File: src/rtl/modmul_arbiter.sv
// Round-robin arbiter sharing one Barrett modular multiplier, with credit-protected response FIFO.
// Optional macro MODMUL_ARB_PRIORITY_EN gives requester 0 fixed highest priority.
module modmul_arbiter #(
  parameter int DATA_WIDTH  = 8,
  parameter int NUM_REQ     = 4,
  parameter int ID_WIDTH    = $clog2(NUM_REQ),
  parameter int MUL_LATENCY = 1,
  parameter int RSP_DEPTH   = 4
) (
  input  logic                           clk,
  input  logic                           rst,
  input  logic [NUM_REQ-1:0]             req_valid,
  input  logic [NUM_REQ*DATA_WIDTH-1:0]  req_a,
  input  logic [NUM_REQ*DATA_WIDTH-1:0]  req_b,
  output logic [NUM_REQ-1:0]             req_ready,
  input  logic                           cfg_we,
  input  logic [DATA_WIDTH-1:0]          cfg_modulus,
  output logic                           cfg_ready,
  output logic [DATA_WIDTH-1:0]          mul_a,
  output logic [DATA_WIDTH-1:0]          mul_b,
  output logic [DATA_WIDTH-1:0]          mul_modulus,
  input  logic [DATA_WIDTH-1:0]          mul_result,
  output logic                           rsp_valid,
  input  logic                           rsp_ready,
  output logic [ID_WIDTH-1:0]            rsp_id,
  output logic [DATA_WIDTH-1:0]          rsp_data
);

  localparam int PW = $clog2(RSP_DEPTH);
  localparam int CW = $clog2(RSP_DEPTH + 1);

  logic [ID_WIDTH-1:0]   ptr;
  logic [MUL_LATENCY:0]  tag_v;
  logic [ID_WIDTH-1:0]   tag_id [MUL_LATENCY+1];
  logic [ID_WIDTH-1:0]   fifo_id [RSP_DEPTH];
  logic [DATA_WIDTH-1:0] fifo_data [RSP_DEPTH];
  logic [PW-1:0]         wr_ptr, rd_ptr, head;
  logic [CW-1:0]         fifo_count;
  logic                  issue_ok, grant_any, ptr_adv, cfg_fire, push, pop;
  logic [ID_WIDTH-1:0]   grant_id, ptr_next;
  int unsigned           inflight, idx;

  always_comb begin
    inflight = 0;
    for (int unsigned s = 0; s <= MUL_LATENCY; s++) inflight = inflight + 32'(tag_v[s]);
  end

  assign cfg_ready = !rst && (inflight == 0);
  assign cfg_fire  = cfg_we && cfg_ready;

  // Any cfg_we blocks issue: either the write lands now, or the pipeline must drain for it.
  always_comb begin
    grant_any = 1'b0;
    grant_id  = '0;
    ptr_adv   = 1'b0;
    idx       = 0;
    issue_ok  = !rst && !cfg_we && ((32'(fifo_count) + inflight) < 32'(RSP_DEPTH));
`ifdef MODMUL_ARB_PRIORITY_EN
    if (issue_ok && req_valid[0]) begin
      grant_any = 1'b1;
    end else
`endif
    if (issue_ok) begin
      for (int unsigned k = 0; k < NUM_REQ; k++) begin
        idx = (32'(ptr) + k) % 32'(NUM_REQ);
        if (!grant_any && req_valid[idx]) begin
          grant_any = 1'b1;
          ptr_adv   = 1'b1;
          grant_id  = ID_WIDTH'(idx);
        end
      end
    end
  end

  assign req_ready = grant_any ? (NUM_REQ'(1) << grant_id) : '0;
  assign ptr_next  = (32'(grant_id) + 1 == 32'(NUM_REQ)) ? '0 : grant_id + 1'b1;

  assign push      = tag_v[MUL_LATENCY];
  assign rsp_valid = (fifo_count != '0);
  assign pop       = rsp_valid && rsp_ready;
  // When empty, present the entry just popped so the outputs hold the last head.
  assign head      = rsp_valid ? rd_ptr : rd_ptr - 1'b1;
  assign rsp_id    = fifo_id[head];
  assign rsp_data  = fifo_data[head];

  always_ff @(posedge clk) begin
    if (rst) begin
      ptr         <= '0;
      tag_v       <= '0;
      mul_a       <= '0;
      mul_b       <= '0;
      mul_modulus <= '0;
      wr_ptr      <= '0;
      rd_ptr      <= '0;
      fifo_count  <= '0;
      for (int unsigned s = 0; s <= MUL_LATENCY; s++) tag_id[s] <= '0;
      for (int unsigned e = 0; e < RSP_DEPTH; e++) begin
        fifo_id[e]   <= '0;
        fifo_data[e] <= '0;
      end
    end else begin
      if (cfg_fire) mul_modulus <= cfg_modulus;

      tag_v     <= {tag_v[MUL_LATENCY-1:0], grant_any};
      tag_id[0] <= grant_id;
      for (int unsigned s = 1; s <= MUL_LATENCY; s++) tag_id[s] <= tag_id[s-1];

      if (grant_any) begin
        mul_a <= req_a[32'(grant_id)*DATA_WIDTH +: DATA_WIDTH];
        mul_b <= req_b[32'(grant_id)*DATA_WIDTH +: DATA_WIDTH];
        if (ptr_adv) ptr <= ptr_next;
      end

      if (push) begin
        fifo_id[wr_ptr]   <= tag_id[MUL_LATENCY];
        fifo_data[wr_ptr] <= mul_result;
        wr_ptr            <= wr_ptr + 1'b1;
      end
      if (pop) rd_ptr <= rd_ptr + 1'b1;

      case ({push, pop})
        2'b10:   fifo_count <= fifo_count + 1'b1;
        2'b01:   fifo_count <= fifo_count - 1'b1;
        default: fifo_count <= fifo_count;
      endcase
    end
  end

endmodule

File: config.mk
export PLATFORM = sky130hd
export DESIGN_NAME = modmul_arbiter
export DESIGN_NICKNAME = d
export VERILOG_FILES = /design/src/rtl/modmul_arbiter.sv
export SDC_FILE = /design/constraint.sdc
export NUM_CORES = 1
export LEC_CHECK = 0
export ABC_CLOCK_PERIOD_IN_PS = 2720
export CAP_MARGIN = 0
export CORE_MARGIN = 2
export CORE_UTILIZATION = 35
export CTS_CLUSTER_SIZE = 16
export DETAILED_ROUTE_END_ITERATION = 8
export DONT_BUFFER_PORTS = 1
export GPL_ROUTABILITY_DRIVEN = 0
export PLACE_DENSITY_LB_ADDON = 0.12
export SETUP_SLACK_MARGIN = 0.15
export SLEW_MARGIN = 20
export SYNTH_ARGS = -nofsm -noshare
export SYNTH_HDL_FRONTEND = slang
export SYNTH_SLANG_ARGS = --single-unit
File: constraint.sdc
create_clock -name clk -period 2.72 [get_ports clk]
set_input_delay 0.272 -clock clk [delete_from_list [all_inputs] [get_ports clk]]
set_output_delay 0.272 -clock clk [all_outputs]
set_load 0.005 [all_outputs]
==> results.json <==
{
  "cp_max_fo": 4,
  "startpoint_type": "register",
  "holdWs_ns": 0.0154,
  "swShare_pct": 28.1,
  "numCtsBuffers": 9,
  "io_pins": 128,
  "h-tree-depth": 3,
  "core.rowCount": 38,
  "worstPathArrival_ns": 2.43,
  "cp_cell_sequence": "ha_4, ha_4, or4_4, a311oi_2, nor4b_4, buf_4, buf_4, ha_1, and2_4",
  "start_util_pct": 36.1,
  "maxCapViolCount": 0,
  "fin_crit_ns": 2.70,
  "synth_seq_cells": 79,
  "max_stage_delay_ns": 0.42,
  "synth_top_family_by_area": "simple AND/OR/NAND/NOR gates",
  "grt_pass1_vias": 2634,
  "p_seq_share_pct": 39.7,
  "root_buffer": "clkbuf_16",
  "slew_viol_final": 0,
  "drt_iter0_drc": 113,
  "yosysWarningCount": 0,
  "hold_path.class": "in2reg",
  "synth_area_leaders": "edfxtp_1, dfxtp_1, and2_1, mux4_2, a21oi_1",
  "synth_fp_nets": 440,
  "ant_nets": 0,
  "tightest_slew_ns": 0.793,
  "intPower_mw": 2.59,
  "overflow": 0,
  "timing.final.crit_share_pct": 99.2,
  "antenna_found_initial": 0,
  "synth_cell_types": 44,
  "die_y_um": 110,
  "power_leakage_nw": 1.64,
  "area_growth_pct": 17.6,
  "rsz0062_at_grt": "yes",
  "clockBufferDepth": 2,
  "synthMuxAreaShare_pct": 10.0,
  "fmax_mhz": 371,
  "diodes": 0,
  "synth_top_area_share_pct": 30.4,
  "grt_start_max_net_pins": 20,
  "status": "completed",
  "synthSimpleGateAreaFrac_pct": 16.9,
  "synth-edff-count": 40,
  "cts_tree": "yes",
  "finalSetupViolations": 0,
  "crit_type": "reg2out",
  "endpoint_kind": "output pin",
  "hold_viol_final": 0,
  "synth_compound_area_share_pct": 14.1,
  "die_w_um": 110,
  "clock-sinks": 79,
  "final_nets": 455,
  "p_sw_mw": 1.01,
  "powerDensity_nw_per_um2": 775,
  "clk_latency_ns": 0.33,
  "vias_per_cell": 5.27,
  "slew-limit-headroom_pct": 47.0,
  "synth-xor-area-share_pct": 1.96,
  "total_power_mw": 3.60,
  "dp_hpwl_um": 6060,
  "post-synth-top-count-cell": "and2_1",
  "synth_area_um2": 3950,
  "wirelength_um": 9360,
  "skew_ns": 0.00550,
  "core_area_um2": 10900,
  "grt_pass1_wl_um": 14100,
  "drive_gt1_share_pct": 24.5,
  "cp_num_buf_inv": 2,
  "crit_family": "simple AND/OR/NAND/NOR gates",
  "synth_seq_area_share_pct": 50.2,
  "ir_worst_vdd_mv": 0.334,
  "synthAdderAreaFrac_pct": 3.04,
  "required_ns": 2.45,
  "grt.total_usage_pct": 15.7,
  "post_dp_cell_area_um2": 4120,
  "synthCells": 343,
  "r2r_setup_slack_ns": 0.24,
  "postLayoutCellArea_um2": 4640,
  "power.share.clock_pct": 35.8,
  "vias": 2650,
  "yosys.area.top_type": "edfxtp_1",
  "drc": 0,
  "routedWlPerCell_um": 18.6,
  "cts.clk_slew.worst_paths_ns": 0.06,
  "combPwrFrac_pct": 24.5,
  "final_util_pct": 42.4,
  "cpMaxStageDelayCell": "or4_4",
  "dr.pass1.iters": 4,
  "die-area_um2": 12100,
  "synth.avg_cell_area_um2": 11.5,
  "ys_async_sr_fraction_pct": 0,
  "ys.flop_type": "edfxtp_1",
  "portBuffers": 0,
  "yosys-top-cells-count": "and2_1, edfxtp_1, dfxtp_1"
}
what timing repair did:
| item | 4_1_cts | 5_1_grt |
|---|---|---|
| hold endpoints to repair | 19 | 0 |
| buffers inserted | 6 | 3 |
| endpoints found under the setup margin | 4 | 6 |
| hold buffers | 1 | 0 |
| gates resized for setup | 8 | 15 |
| pin swaps | 0 | 2 |
| gates cloned | 1 | 0 |
sequential cells by signal, indices dropped and copies added (netlist names), 3 cells and up:
| name | cells |
|---|---|
| fifo_data | 32 |
| mul_modulus | 8 |
| tag_id | 4 |
| mul_a | 8 |
| fifo_id | 8 |
| mul_b | 8 |
| fifo_count | 3 |
worst paths after layout:
| check | from | endpoint | cells past startpoint |
|---|---|---|---|
| setup / recovery | tag_v[0] | req_ready[3] | 9 |
| hold / removal | rst | ptr[0] | 1 |
| setup reg to reg | tag_v[0] | mul_b[5] | 10 |
| hold reg to reg | tag_id[0][1] | tag_id[0][3] | 1 |
metrics by stage:
step	cells	setup slack, ns	TNS (ns)
floorplan	343	0.167	0
global route	503	-0.0755	-0.174
global placement	476	0.267	0
detailed placement	476	0.208	0
CTS	500	0.0129	0
finish	503	0.0210	0
routing by layer:
metal	routed length (um)	global-route usage [%]	share of wire (%)	vias up
met2	4650	26.3	50	90
met3	748	6.17	8.0	11
met4	108	4.55	1.2	0
met1	3850	18.5	41	1266
li1	-	-	-	1283
met5	0	0	0	-
cell usage in the layout, fill, tap and decap left out, types with 4 or more instances in the layout:
cell type / instances
mux2i_1: 17
and2_1: 41
nand2_1: 27
clkbuf_16: 9
and2_4: 4
nand3_1: 8
a21oi_1: 35
a21oi_2: 10
ha_1: 4
xor2_1: 4
edfxtp_1: 40
inv_1: 7
nand2b_1: 6
o221ai_2: 10
o221ai_1: 6
nor2_1: 14
dfxtp_1: 37
ha_4: 4
buf_4: 18
mux4_2: 10
layout make-up:
type,count,area (um2)
flip-flops and latches,79,1980
well taps,140,175
clock buffers,10,229
repair buffers,24,231
inverters,9,41.3
fillers,1062,6290
clock inverters,6,85.1
multi-input cells,235,1900
kinds of logic (layout without fill, tap and decap cells):
logic type	after synthesis	after routing
simple gates	119	119
buf+inv	29	49
xor+xnor	8	8
compound gates	72	72
mux	27	27
fa+ha+maj	9	9
flops	79	79
power groups by stage:
stage / registers (mW) / clock network [mW] / logic (mW)
2_1_floorplan: 1.42 / 0 / 0.686
3_3_place_gp: 1.45 / 0 / 0.856
3_5_place_dp: 1.45 / 0 / 0.876
4_1_cts: 1.43 / 1.32 / 0.896
5_1_grt: 1.44 / 1.38 / 0.982
6_report: 1.43 / 1.29 / 0.880
worst reg2reg max path, cell delays in order (launching register included):
cell	delay (ns)
dfxtp_2	0.33
ha_4	0.16
ha_4	0.14
or4_4	0.42
buf_4	0.15
a31oi_2	0.19
o211a_4	0.24
buf_4	0.13
bufbuf_16	0.28
mux2i_1	0.19
o221ai_1	0.13
Note: power is estimated with default switching activity, not from simulation.
